--- config.mk ---
export PLATFORM = sky130hd
export DESIGN_NAME = filter_arbiter
export DESIGN_NICKNAME = d
export VERILOG_FILES = /design/src/rtl/filter_arbiter.sv
export SDC_FILE = /design/constraint.sdc
export NUM_CORES = 1
export LEC_CHECK = 0
export ABC_AREA = 1
export BUFFER_PORTS_ARGS = -buffer_cell sky130_fd_sc_hd__buf_4
export CORE_AREA = 8 8 326 328
export CTS_CLUSTER_SIZE = 8
export DETAILED_ROUTE_END_ITERATION = 12
export DIE_AREA = 0 0 334 336
export HOLD_SLACK_MARGIN = 0.05
export PLACE_DENSITY = 0.37
export SLEW_MARGIN = 20
export SYNTH_ARGS = -nofsm -noshare
export SYNTH_HDL_FRONTEND = slang
export SYNTH_SLANG_ARGS = --single-unit
--- constraint.sdc ---
create_clock -name clk -period 1.7 [get_ports clk]
set_input_delay 0 -clock clk [delete_from_list [all_inputs] [get_ports clk]]
set_output_delay 0 -clock clk [all_outputs]
set_load 0.03 [all_outputs]
--- src/rtl/filter_arbiter.sv ---
// Round-robin arbiter that pulls neighbor pairs out of NUM_FILTER filter buffers
// (1-cycle read latency) and presents them one per cycle on a registered output port.
module filter_arbiter #(
  parameter int NUM_FILTER        = 4,
  parameter int DATA_WIDTH        = 32,
  parameter int PARTICLE_ID_WIDTH = 20,
  localparam int PAIR_WIDTH       = 2*PARTICLE_ID_WIDTH + 4*DATA_WIDTH,
  localparam int IDX_WIDTH        = $clog2(NUM_FILTER)
) (
  input  logic                             clk,
  input  logic                             rst,
  input  logic [NUM_FILTER-1:0]            particle_pair_available,
  input  logic [NUM_FILTER*PAIR_WIDTH-1:0] filter_pair_data,
  output logic [NUM_FILTER-1:0]            sel,
  input  logic                             pipeline_stall,
  output logic [PARTICLE_ID_WIDTH-1:0]     ref_particle_id_out,
  output logic [PARTICLE_ID_WIDTH-1:0]     neighbor_particle_id_out,
  output logic [DATA_WIDTH-1:0]            r2,
  output logic [DATA_WIDTH-1:0]            dx,
  output logic [DATA_WIDTH-1:0]            dy,
  output logic [DATA_WIDTH-1:0]            dz,
  output logic                             out_valid,
  output logic [IDX_WIDTH-1:0]             out_filter_id
);

  typedef struct packed {
    logic [PARTICLE_ID_WIDTH-1:0] ref_id;
    logic [PARTICLE_ID_WIDTH-1:0] neighbor_id;
    logic [DATA_WIDTH-1:0]        r2;
    logic [DATA_WIDTH-1:0]        dz;
    logic [DATA_WIDTH-1:0]        dy;
    logic [DATA_WIDTH-1:0]        dx;
  } pair_t;

  logic [IDX_WIDTH-1:0] ptr;
  logic                 rd_pending;
  logic [IDX_WIDTH-1:0] rd_idx;

  logic                 grant_valid;
  logic [IDX_WIDTH-1:0] grant_idx;
  logic [IDX_WIDTH-1:0] cand;
  logic [IDX_WIDTH-1:0] ptr_next;

  pair_t slices [NUM_FILTER];

  for (genvar i = 0; i < NUM_FILTER; i++) begin : g_unpack
    assign slices[i] = pair_t'(filter_pair_data[i*PAIR_WIDTH +: PAIR_WIDTH]);
  end

  // Scan from the highest rotation offset down so the lowest offset from ptr is
  // the last assignment and therefore wins, without needing a loop break.
  always_comb begin
    // NOTE: every comb output gets a default up front so no path can infer a latch.
    grant_valid = 1'b0;
    grant_idx   = '0;
    cand        = '0;
    if (!rst && !pipeline_stall) begin
      for (int k = NUM_FILTER - 1; k >= 0; k--) begin
        cand = IDX_WIDTH'((int'(ptr) + k) % NUM_FILTER);
        if (particle_pair_available[cand]) begin
          grant_valid = 1'b1;
          grant_idx   = cand;
        end
      end
    end
  end

  always_comb begin
    sel = '0;
    if (grant_valid) sel = NUM_FILTER'(1) << grant_idx;
  end

  always_comb begin
    ptr_next = ptr;
    if (grant_valid) begin
      ptr_next = (grant_idx == IDX_WIDTH'(NUM_FILTER - 1)) ? '0 : grant_idx + 1'b1;
    end
  end

  // Grant bookkeeping: the buffer answers one cycle after sel, so remember who was asked.
  always_ff @(posedge clk) begin
    // NOTE: sequential state uses non-blocking assignments so all flops update together.
    if (rst) begin
      ptr        <= '0;
      rd_pending <= 1'b0;
      rd_idx     <= '0;
    end else begin
      ptr        <= ptr_next;
      rd_pending <= grant_valid;
      rd_idx     <= grant_valid ? grant_idx : '0;
    end
  end

  // Output stage: fields are zero in any cycle that carries no pair.
  always_ff @(posedge clk) begin
    if (rst || !rd_pending) begin
      out_valid                <= 1'b0;
      out_filter_id            <= '0;
      ref_particle_id_out      <= '0;
      neighbor_particle_id_out <= '0;
      r2                       <= '0;
      dz                       <= '0;
      dy                       <= '0;
      dx                       <= '0;
    end else begin
      out_valid                <= 1'b1;
      out_filter_id            <= rd_idx;
      ref_particle_id_out      <= slices[rd_idx].ref_id;
      neighbor_particle_id_out <= slices[rd_idx].neighbor_id;
      r2                       <= slices[rd_idx].r2;
      dz                       <= slices[rd_idx].dz;
      dy                       <= slices[rd_idx].dy;
      dx                       <= slices[rd_idx].dx;
    end
  end

endmodule

* Word-level counts from Yosys, hierarchy flattened
Index checks and enable logic that the tools add are counted.
** Word-level totals
- Register bits after elaboration :: 176
- Output and inout bits :: 175
- Word-level logic and storage cells :: 54
** Cells by class
- Add/sub/neg operators :: 4
- Order comparisons :: 5
- Eq/ne operators :: 1
- Shift-type cells :: 1
- Multiplexer cells :: 24
- Bitwise gates (word level) :: 2
- Reductions and logical operators :: 6
** Operators by type and width (count)
- 168-bit binary-select mux with 2-bit select :: 1
- 168-bit 2-to-1 mux :: 2
- 2-bit by 3-bit less-than comparator with 1-bit output (second input constant) :: 4
- 2-bit 2-to-1 mux :: 6
- 1-bit 2-to-1 mux :: 10
- 1-bit binary-select mux with 2-bit select :: 4
- 2-bit by 1-bit adder with 2-bit output (second input constant) :: 2
- 2-bit adder (second input constant) :: 2
- 4-bit 2-to-1 mux :: 1
- 1-bit by 2-bit << shifter with 4-bit output (first input constant) :: 1
- 3-bit greater-or-equal comparator (second input constant) :: 1
- 1-bit logical NOT :: 3
- 2-bit inverter with 3-bit output :: 1
- 2-bit equality test (second input constant) :: 1
- 2-bit OR reduction :: 1
- 1-bit logical AND :: 1
- 1-bit logical OR :: 1
- 1-bit inverter :: 1

* Logic depth before layout (Yosys ltp)
- Depth in word-level cells :: 10
- Depth in mapped cells :: 15

* Least setup slack after synthesis
Ideal clock, no wire load.
- Path kind :: reg-to-output
- Start :: reg ptr[0]
- End :: out sel[1]
- Arrival time :: 1.748 ns
- Slack :: -0.048 ns
- Cell stages (with the launch flop) :: 12
- Cells stage by stage :: dfxtp_1 -> buf_4 -> o21ai_0 -> nand2_1 -> nand3_1 -> nand2_1 -> nand2_1 -> nand3_1 -> inv_1 -> ha_1 -> inv_1 -> nor2_1
** On the way
- Longest elaborated chain between the ends :: 10
- Elaborated cells between the ends (all ways) :: 23
** Ends and longest elaborated chain
- start: declaration :: RTL line 35 : logic [IDX_WIDTH-1:0] ptr;
- start signal: assignment :: RTL line 88 : ptr <= ptr_next;
- 2-bit adder :: RTL line 59 : cand = IDX_WIDTH'((int'(ptr) + k) % NUM_FILTER);
- 1-bit binary-select mux with 2-bit select :: RTL line 60 : if (particle_pair_available[cand]) begin
- 1-bit 2-to-1 mux (not written as such) :: RTL line 60
- 2-bit 2-to-1 mux (3 in series) :: RTL line 60
- 2-bit 2-to-1 mux (*) :: RTL line 60
- 2-bit 2-to-1 mux (*) :: RTL line 57 : if (!rst && !pipeline_stall) begin
- named net grant_idx[0] :: RTL line 40 : logic [IDX_WIDTH-1:0] grant_idx;
- 1-bit by 2-bit << shifter with 4-bit output (*) :: RTL line 70 : if (grant_valid) sel = NUM_FILTER'(1) << grant_idx;
- 4-bit 2-to-1 mux (*) :: RTL line 70
- end: declaration :: RTL line 14 : output logic [NUM_FILTER-1:0] sel,
The timed path passes the listed nets; every way through them passes the cells marked *. The select of a mux whose other input is x is not followed.

* Final worst setup path
- Start :: reg ptr[0]
- End :: out sel[3]
Same word-level chain as after synthesis.

==> flow_summary.ini <==
[global_route]
grt_max_degree = 75
antenna_found_initial = 9
grt_pass1_wl_um = 116000
grt_usage_pct = 13.7
grt_pass1_vias = 17878
grt_overflow = 0

[routing]
wl_um = 81800
vias_per_cell = 3.72
drtPass1Iterations = 6
drc = 0
num_vias = 16507
avgRoutedWirePerCell_um = 18.5
ant_nets = 0
dr.first_iter.drc_count = 773

[outcome]
status = complete, but fails checks
violations = hold timing, setup timing

[pwr]
p_per_area_nw_per_um2 = 621
p_leak_nw = 11.8
irDropWorstVdd_mv = 0.575

[place]
place_hpwl_um = 62600
gp_congestion = 0.878
dpl-instance-area_um2 = 18300
pre_cts_ws_ps = -97.1
portBuffers = 853

[clock_network]
clockBufferDepth = 2
cts_tree = yes
cts_hold_buf = 666
clockRootBuffer = clkbuf_16
htree_levels = 4
insertion_delay_ps = 520
clk_pin_slew_ps = 80
cts_buffers = 17
cts.sinks = 176

[finish]
final_cell_area_um2 = 25900
drive_gt1_share_pct = 34.3
final_common_cell = buf_4
final_cell_mix = 949 x buf_4, 674 x nor2_1, 666 x dlygate4sd3_1
finalNetCount = 3789
area_growth_pct = 171

[logic_synthesis]
yosysTopAreaCell = dfxtp_1
ys_seq_area_share_pct = 36.8
yosys_warnings = 0
ys_types = 16
synth_nets = 2248
synth_area_per_cell_um2 = 6.12
synth_area_leaders = dfxtp_1 37%, nor2_1 27%, o21ai_0 12%
ys_seq_elements = 176
netlist_instances = 1565
synthesis.area_um2 = 9570
synth_top_area_share_pct = 36.8

[sta]
setup_viol = 4
slew_viol_final = 0
timing.hold.ws_ps = -22.1
tightest_slew_ps = 478
setup_slack_ps = -461
clock_skew_ps = 18.4
period_needed_ps = 2160
fmax_ghz = 0.463
relSlewSlack_pct = 67.8
hold_viol = 2
post-route-period-util_pct = 127
rsz0062_at_grt = true

[setup_path]
r2r_slack_ps = 20
worst-path-max-fanout = 7
r2r_start = ptr[0]$_SDFFE_PP0P_
start_kind = flop
cp.arrival_ps = 2160
crit_path_end_kind = output pin
critPathKind = reg2out
required_ps = 1700
worstReg2RegEnd = ptr[1]$_SDFFE_PP0P_
r2r.worst_path.cells = 12

[floorplan]
start_util_pct = 9.48
coreArea_um2 = 101000
die-area_um2 = 112000
die_y_um = 336
die_x_um = 334
rows = 117
io_pins = 854

[flow_run]
drv_cap = 0

[worst_hold_path]
hold_class = in2reg
holdPathStages = 5
min-delay-start = pipeline_stall
whs_endpoint = rd_idx[1]$_SDFF_PP0_
cells in the mapped netlist (all sizes together):
master	n
ha	4
o21ai	338
a21oi	168
nor2	681
nand3	11
buf	75
inv	22
nand2	35
dfxtp	176
clkbuf	55
power by group:
part | leakage, nW | switching (mW) | total [mW] | internal, mW
clock network | 0.294 | 2.15 | 4.45 | 2.30
registers | 1.43 | 0.119 | 4.47 | 4.35
logic | 10.1 | 3.54 | 7.18 | 3.64
critical path, stage by stage, from the launching register on:
cell	delay, ps
dfxtp_4	410
buf_6	140
nand2_4	50
nand2_4	70
nand2_4	60
nand2_2	80
nor2_2	40
nand2_1	60
nand3_1	70
nand2_2	80
nand2_4	90
inv_4	110
ha_4	120
inv_2	30
nor2_2	90
buf_6	150
cells by family after synthesis:
kind of cell / share of synthesized area [%]
adder cells (fa/ha/maj): 0.523
AO/OA/AOI/OAI: 26.5
AND/OR/NAND/NOR: 28.7
flip-flops: 36.8
buffers and inverters: 7.54
layer usage:
| layer | track usage [%] | routed length (um) |
|---|---|---|
| met1 | 16.0 | 33500 |
| met2 | 23.3 | 39500 |
| met3 | 4.39 | 5890 |
| met4 | 5.55 | 2950 |
| met5 | 0 | 13 |
timing repair:
| action | CTS | global route |
|---|---|---|
| buffers inserted | 4 | 6 |
| setup endpoints to repair | 5 | 8 |
| endpoints found under the hold margin | 173 | 3 |
| cloned | 0 | 1 |
| pin swaps | 13 | 4 |
| gates resized for setup | 38 | 31 |
registers in the layout, summed over array words and instances, names as in the netlist:
signal                    count
ptr                           2
ref_particle_id_out          20
rd_idx                        2
rd_pending                    1
dz                           32
dy                           32
dx                           32
neighbor_particle_id_out     20
out_filter_id                 2
out_valid                     1
r2                           32
area by class of cell:
cell class                      count  area, um2
Fill cell                       10963      75100
Tap cell                         1309       1640
Timing Repair Buffer             1652      14500
Sequential cell                   176       3540
Clock buffer                       21        472
Inverter                           22        113
Clock inverter                     11        123
Antenna cell                        6       15.0
Multi-Input combinational cell   1237       5530
through the flow:
| stage | setup TNS [ps] | hold slack (ps) | utilization, % | total power, mW | instances |
|---|---|---|---|---|---|
| 5_1_grt | -2450 | -26.7 | 25.6 | 17.1 | 4431 |
| 4_1_cts | -1920 | -83.9 | 25.4 | 16.3 | 4421 |
| 6_report | -1770 | -22.1 | 25.7 | 16.1 | 4434 |
| 3_5_place_dp | -380 | 267 | 18.1 | 10.2 | 3719 |
| 2_1_floorplan | 0 | 170 | - | 7.09 | 1565 |
| 3_3_place_gp | -524 | 263 | 18.1 | 10.2 | 3719 |
worst max-delay path by stage:
stage                              startpoint      to  slack, ps  cells past startpoint
final                     ptr[0]$_SDFFE_PP0P_  sel[3]       -460                     15
after floorplan           ptr[0]$_SDFFE_PP0P_  sel[1]         80                     11
after global routing      ptr[0]$_SDFFE_PP0P_  sel[1]       -590                     12
after CTS                 ptr[0]$_SDFFE_PP0P_  sel[2]       -490                     13
after detailed placement  ptr[0]$_SDFFE_PP0P_  sel[1]       -100                     13
after global placement    ptr[0]$_SDFFE_PP0P_  sel[3]       -120                     15
Note: power is estimated with default switching activity, not from simulation.
